**src/rtl/histo_pkg.sv**
```systemverilog
// Shared types and constants for the histogram-side pixel consumers.
package histo_pkg;

  typedef enum logic [1:0] {
    ST_WAIT    = 2'd0,
    ST_RUN     = 2'd1,
    ST_DRAIN   = 2'd2,
    ST_PUBLISH = 2'd3
  } frame_st_e;

  localparam int unsigned DRAIN_CYC   = 2;
  localparam int unsigned DRAIN_CNT_W = (DRAIN_CYC > 1) ? $clog2(DRAIN_CYC) : 1;

  localparam logic [15:0] PIX_FG = 16'hFFFF;
  localparam logic [15:0] PIX_BG = 16'h0000;

endpackage

```
**src/rtl/bbox_acc.sv**
```systemverilog
// Running min/max of X and Y over the foreground pixels of one frame.
module bbox_acc #(
  parameter int unsigned COORD_W = 16
) (
  input  logic               i_clk,
  input  logic               i_rst_n,
  input  logic               i_clear,
  input  logic               i_upd,
  input  logic [COORD_W-1:0] i_x,
  input  logic [COORD_W-1:0] i_y,
  output logic [COORD_W-1:0] o_min_x,
  output logic [COORD_W-1:0] o_max_x,
  output logic [COORD_W-1:0] o_min_y,
  output logic [COORD_W-1:0] o_max_y
);

  // Clear seeds min at all-ones and max at zero so the first update wins both.
  always_ff @(posedge i_clk or negedge i_rst_n) begin
    if (!i_rst_n) begin
      o_min_x <= '0;
      o_max_x <= '0;
      o_min_y <= '0;
      o_max_y <= '0;
    end else if (i_clear) begin
      o_min_x <= '1;
      o_max_x <= '0;
      o_min_y <= '1;
      o_max_y <= '0;
    end else if (i_upd) begin
      if (i_x < o_min_x) o_min_x <= i_x;
      if (i_x > o_max_x) o_max_x <= i_x;
      if (i_y < o_min_y) o_min_y <= i_y;
      if (i_y > o_max_y) o_max_y <= i_y;
    end
  end

endmodule

```
**src/rtl/histo_binarize.sv**
```systemverilog
// Thresholds the grey stream against the per-frame histogram bin and
// publishes foreground count and bounding box once each frame completes.
module histo_binarize
  import histo_pkg::*;
#(
  parameter int unsigned GREY_W  = 12,
  parameter int unsigned TH_W    = 8,
  parameter int unsigned COORD_W = 16,
  parameter int unsigned CNT_W   = 20
) (
  input  logic               iPclk,
  input  logic               iRST_N,
  input  logic [COORD_W-1:0] iX_Cont,
  input  logic [COORD_W-1:0] iY_Cont,
  input  logic               Dval,
  input  logic               Fval,
  input  logic [GREY_W-1:0]  Grey,
  input  logic [TH_W-1:0]    iThresh,
  output logic [15:0]        oBinPix,
  output logic               oBinDval,
  output logic [CNT_W-1:0]   oFgCount,
  output logic [COORD_W-1:0] oMinX,
  output logic [COORD_W-1:0] oMaxX,
  output logic [COORD_W-1:0] oMinY,
  output logic [COORD_W-1:0] oMaxY,
  output logic               oBoxValid,
  output logic               oStatStb,
  output logic [TH_W-1:0]    oThreshUsed
);

  localparam int unsigned GREY_LSB = GREY_W - TH_W;

  frame_st_e                r_state;
  frame_st_e                w_state_nxt;
  logic [DRAIN_CNT_W-1:0]   r_drain_cnt;
  logic                     r_fval_d;
  logic                     r_armed;
  logic                     r_fall;
  logic                     w_rise;
  logic                     w_clear;
  logic                     w_publish;
  logic                     w_acc_en;
  logic                     w_fg;

  logic [TH_W-1:0]          r_s1_bin;
  logic                     r_s1_dval;
  logic                     r_s1_fv;
  logic [COORD_W-1:0]       r_s1_x;
  logic [COORD_W-1:0]       r_s1_y;
  logic                     r_s2_acc;
  logic [COORD_W-1:0]       r_s2_x;
  logic [COORD_W-1:0]       r_s2_y;

  logic [CNT_W-1:0]         r_fg_cnt;
  logic                     w_box_any;
  logic [COORD_W-1:0]       w_min_x;
  logic [COORD_W-1:0]       w_max_x;
  logic [COORD_W-1:0]       w_min_y;
  logic [COORD_W-1:0]       w_max_y;
  logic                     w_grey_lsb_unused;

  assign w_grey_lsb_unused = ^Grey[GREY_LSB-1:0];

  // r_armed blocks a false rise when reset releases in the middle of a frame.
  always_ff @(posedge iPclk or negedge iRST_N) begin
    if (!iRST_N) begin
      r_fval_d <= 1'b0;
      r_armed  <= 1'b0;
      r_fall   <= 1'b0;
    end else begin
      r_fval_d <= Fval;
      r_armed  <= r_armed | ~Fval;
      r_fall   <= r_fval_d & ~Fval;
    end
  end

  assign w_rise = Fval & ~r_fval_d & r_armed;

  always_ff @(posedge iPclk or negedge iRST_N) begin
    if (!iRST_N) begin
      oThreshUsed <= '0;
    end else if (w_rise) begin
      oThreshUsed <= iThresh;
    end
  end

  // Stage 1: capture pixel, qualifiers and coordinates.
  always_ff @(posedge iPclk or negedge iRST_N) begin
    if (!iRST_N) begin
      r_s1_bin  <= '0;
      r_s1_dval <= 1'b0;
      r_s1_fv   <= 1'b0;
      r_s1_x    <= '0;
      r_s1_y    <= '0;
    end else begin
      r_s1_bin  <= Grey[GREY_W-1 -: TH_W];
      r_s1_dval <= Dval;
      r_s1_fv   <= Fval;
      r_s1_x    <= iX_Cont;
      r_s1_y    <= iY_Cont;
    end
  end

  assign w_fg = r_s1_bin > oThreshUsed;

  // Stage 2: binary pixel out, plus the accumulate request for in-frame foreground.
  always_ff @(posedge iPclk or negedge iRST_N) begin
    if (!iRST_N) begin
      oBinPix  <= PIX_BG;
      oBinDval <= 1'b0;
      r_s2_acc <= 1'b0;
      r_s2_x   <= '0;
      r_s2_y   <= '0;
    end else begin
      oBinPix  <= (r_s1_dval & w_fg) ? PIX_FG : PIX_BG;
      oBinDval <= r_s1_dval;
      r_s2_acc <= r_s1_dval & r_s1_fv & w_fg;
      r_s2_x   <= r_s1_x;
      r_s2_y   <= r_s1_y;
    end
  end

  always_ff @(posedge iPclk or negedge iRST_N) begin
    if (!iRST_N) begin
      r_state <= ST_WAIT;
    end else begin
      r_state <= w_state_nxt;
    end
  end

  always_comb begin
    w_state_nxt = r_state;
    w_clear     = 1'b0;
    w_publish   = 1'b0;
    unique case (r_state)
      ST_WAIT: begin
        if (w_rise) begin
          w_state_nxt = ST_RUN;
          w_clear     = 1'b1;
        end
      end
      ST_RUN: begin
        if (r_fall) w_state_nxt = ST_DRAIN;
      end
      ST_DRAIN: begin
        if (r_drain_cnt == DRAIN_CNT_W'(DRAIN_CYC - 1)) w_state_nxt = ST_PUBLISH;
      end
      ST_PUBLISH: begin
        w_publish = 1'b1;
        if (Fval) begin
          w_state_nxt = ST_RUN;
          w_clear     = 1'b1;
        end else begin
          w_state_nxt = ST_WAIT;
        end
      end
      default: w_state_nxt = ST_WAIT;
    endcase
  end

  always_ff @(posedge iPclk or negedge iRST_N) begin
    if (!iRST_N) begin
      r_drain_cnt <= '0;
    end else if (r_state != ST_DRAIN) begin
      r_drain_cnt <= '0;
    end else begin
      r_drain_cnt <= r_drain_cnt + DRAIN_CNT_W'(1);
    end
  end

  assign w_acc_en = r_s2_acc & ((r_state == ST_RUN) | (r_state == ST_DRAIN));

  // Saturating foreground counter.
  always_ff @(posedge iPclk or negedge iRST_N) begin
    if (!iRST_N) begin
      r_fg_cnt <= '0;
    end else if (w_clear) begin
      r_fg_cnt <= '0;
    end else if (w_acc_en && (r_fg_cnt != '1)) begin
      r_fg_cnt <= r_fg_cnt + CNT_W'(1);
    end
  end

  bbox_acc #(
    .COORD_W (COORD_W)
  ) u_bbox (
    .i_clk   (iPclk),
    .i_rst_n (iRST_N),
    .i_clear (w_clear),
    .i_upd   (w_acc_en),
    .i_x     (r_s2_x),
    .i_y     (r_s2_y),
    .o_min_x (w_min_x),
    .o_max_x (w_max_x),
    .o_min_y (w_min_y),
    .o_max_y (w_max_y)
  );

  assign w_box_any = |r_fg_cnt;

  // Statistics hold between publishes; an empty frame reports a zero box.
  always_ff @(posedge iPclk or negedge iRST_N) begin
    if (!iRST_N) begin
      oStatStb  <= 1'b0;
      oFgCount  <= '0;
      oBoxValid <= 1'b0;
      oMinX     <= '0;
      oMaxX     <= '0;
      oMinY     <= '0;
      oMaxY     <= '0;
    end else begin
      oStatStb <= w_publish;
      if (w_publish) begin
        oFgCount  <= r_fg_cnt;
        oBoxValid <= w_box_any;
        oMinX     <= w_box_any ? w_min_x : '0;
        oMaxX     <= w_box_any ? w_max_x : '0;
        oMinY     <= w_box_any ? w_min_y : '0;
        oMaxY     <= w_box_any ? w_max_y : '0;
      end
    end
  end

endmodule

```
**config.mk**
```make
export PLATFORM = sky130hd
export DESIGN_NAME = histo_binarize
export DESIGN_NICKNAME = d
export VERILOG_FILES = /design/src/rtl/histo_pkg.sv /design/src/rtl/bbox_acc.sv /design/src/rtl/histo_binarize.sv
export SDC_FILE = /design/constraint.sdc
export NUM_CORES = 1
export LEC_CHECK = 0
export ABC_AREA = 1
export BUFFER_PORTS_ARGS = -buffer_cell sky130_fd_sc_hd__buf_2
export CORE_ASPECT_RATIO = 0.8
export CORE_MARGIN = 2
export CORE_UTILIZATION = 28
export DETAILED_ROUTE_END_ITERATION = 6
export MAX_ROUTING_LAYER = met4
export PLACE_DENSITY = 0.47
export RECOVER_POWER = 100
export SLEW_MARGIN = 0
export SYNTH_ARGS = -nofsm -noshare
export SYNTH_HDL_FRONTEND = slang
export SYNTH_SLANG_ARGS = --single-unit
export TNS_END_PERCENT = 20
```
**constraint.sdc**
```tcl
create_clock -name iPclk -period 5.1 [get_ports iPclk]
set_input_delay 0.765 -clock iPclk [delete_from_list [all_inputs] [get_ports iPclk]]
set_output_delay 0.765 -clock iPclk [all_outputs]
set_load 0.02 [all_outputs]
```
==> flow_summary.toml <==
[timing]
max_slew_margin_pct = -71.2
hold_viol = 0
min_period_ns = 3.46
setup_tns_ns = 0
grt_setup_unrepaired = "false"
layout_setup_ws_ns = 1.64
min_period_over_period_pct = 67.9
drv_slew = 97
tightestPinTransition_ns = 2.57
skew_ns = 0.0238
fmax_ghz = 0.289
finalSetupViolCount = 0

[cells_and_area]
multi_input_area_sq_um = 4530
fillers = 4429
reg.largest.list = "oFgCount (20), r_fg_cnt (20)"
area_growth_pct = 16.8
nNetsFinal = 1576
drive_gt1_share_pct = 10.6
seq_area_sq_um = 6510
diodes = 0

[floorplan]
core-area_sq_um = 42000
die_area_sq_um = 44300
row_count = 67
num_io_pins = 167
start_util_pct = 28.4
die_h_um = 189
die_x_um = 235

[cts]
postCtsSetupBuffers = 0
postCtsHoldBufs = 0
clk_path_buf_depth = 3
clk_latency_ns = 0.57
clkTransAtPathRegs_ns = 0.07
cts_tree = "done"
cts-resized-gates = 0
clockRootBuffer = "clkbuf_16"
htree_levels = 1
clock-sinks = 260
cts_buffers = 29

[logic_synthesis]
yosysWarnings = 0
synth_edf_count = 0
syn_area_sq_um = 11900
yosysMostFrequentCell = "nand2_1"
synth_top_area_share_pct = 54.5
ys_top_cells_by_count = "nand2_1, dfrtp_1, nand3_1"
synth_area_leaders = "dfrtp_1, nand2_1, ha_1"
avgSynthCellArea_sq_um = 9.11
synth.distinct_cells = 37
synth.net_count = 1444
async_reset_ff_share_pct = 100
ys_seq_area_share_pct = 54.5
syn_inst = 1311
ys_ff_latch = 260
ys.flop_type = "dfrtp_1"
synth_area_leader_cell = "dfrtp_1"

[power]
clkPwrFrac_pct = 28.6
power_switching_mw = 3.21
p_sw_share_pct = 40.3
comb_power_share_pct = 33.6
sequentialPowerShare_pct = 37.8
power.leakage_nw = 6.93
p_int_mw = 4.75
vdd_drop_max_v = 0.000251
power.density_nw_per_um2 = 571

[run_status]
status = "complete, but fails checks"
violations = "capacitance limit, slew limit"

[critical_path]
path_cells = "inv_1 -> ha_1 -> nand2_1 -> nor2_1 -> nand2_1 -> nand3_1 -> nand2_1"
crit_top_cell = "nand2_1"
crit_path_end_kind = "register"
startpoint_type = "register"
cpPeakStageDelay_ns = 1.10
required_ns = 5.55
critPathKind = "register to register"
crit_arrival_ns = 3.91
crit_slowest_cell = "nor2_1"
worstPathMaxFanout = 17

[grt]
grt_first_pass_wirelength_mm = 49.1
grt_pass1_vias = 8785
antenna_found_initial = 0
grt_start_max_net_pins = 115
track_usage_pct = 14.0
overflow = 0

[placed_design]
portBuffers = 162
dp_hpwl_mm = 20.3
routabilityCongestion = 0.828
pre_cts_ws_ns = 2.21

[detailed_routing]
wl_per_cell_um = 15.0
wirelength_mm = 30.3
dr_total_vias = 8930
drc = 0
routed_via_density = 4.43
drt_pass1_iterations = 7
first_iter_violations = 446
postRouteAntennaNets = 0

[job]
cap_violations = 1

[hold_path]
hold_class = "input port to register"
## layer usage
layer,global-route usage [%],wire length [um]
met1,19.4,14900
met2,21.3,13400
met3,3.14,1510
met4,2.63,529
met5,-,0
## final timing paths
check | from | endpoint | slack (ns) | cells after the start
worst max register to register | r_state[0] | u_bbox.o_max_x[0] | 1.64 | 7
min in group asynchronous | iRST_N | oFgCount[1] | 0.92 | 1
worst min register to register | r_s1_x[12] | r_s2_x[12] | 0.35 | 0
worst min-delay path | iX_Cont[4] | r_s1_x[4] | 0.30 | 1
max in group asynchronous | iRST_N | u_bbox.o_max_y[9] | 1.88 | 2
worst max-delay path | r_state[0] | u_bbox.o_max_x[0] | 1.64 | 7
## cells in the final DEF, fill, tap and decap left out, drive strengths merged
cell / synthesis / final
o21a: 2 / 2
dfrtp: 260 / 260
ha: 77 / 77
nor3: 9 / 9
and2: 1 / 1
o21ai: 42 / 42
buf: 44 / 49
nand4: 14 / 14
or2: 30 / 30
mux2: 1 / 1
clkinv: 0 / 5
nand2: 392 / 392
nand3: 179 / 179
o22ai: 1 / 1
nor4: 5 / 5
xnor2: 1 / 1
inv: 120 / 124
o211ai: 1 / 1
a21oi: 43 / 43
clkbuf: 23 / 152
clkinvlp: 0 / 7
o21bai: 2 / 2
nor2: 53 / 53
xor2: 9 / 9
a211oi: 2 / 2
bufinv: 0 / 5
## power by group through the flow
stage / Clock [mW] / Combinational [mW] / Sequential (mW)
after detailed placement: 0 / 2.85 / 3.04
after global placement: 0 / 2.81 / 3.04
after floorplan: 0 / 1.78 / 3.21
after global routing: 2.44 / 3.10 / 3.09
after CTS: 2.36 / 2.86 / 3.01
final: 2.28 / 2.67 / 3.01
## cell families after synthesis
kind of cell    after synthesis  synth area share (%)
xor+xnor                     10                 0.734
mux                           1                0.0943
simple gates                683                  25.0
buf+inv                     187                  6.92
flops                       260                  54.5
compound gates               93                  4.67
fa+ha+maj                    77                  8.07
## area by class of cell
class,count,area share [%]
flip-flops and latches,260,46.7
multi-input cells,864,32.5
clock buffers,33,5.53
repair buffers,168,5.15
well taps,552,4.95
inverters,120,3.27
clock inverters,21,1.94
## worst max-delay path, delay by kind of cell, from the launching register on
kind / cells / cell delay [ns]
flops: 1 / 0.38
simple gates: 5 / 2.47
fa+ha+maj: 1 / 0.38
buf+inv: 1 / 0.11
## through the flow
stage	hold slack (ns)	area, sq um	util (%)	power, mW	instances
after floorplan	0.331	11900	-	4.99	1311
after global placement	0.335	13100	31.3	5.85	1964
after detailed placement	0.335	13100	31.3	5.90	1964
after CTS	0.220	14200	33.8	8.23	2018
after global routing	0.264	13900	33.2	8.63	2018
final	0.297	13900	33.2	7.96	2018
Power figures use the tool's default switching activity.
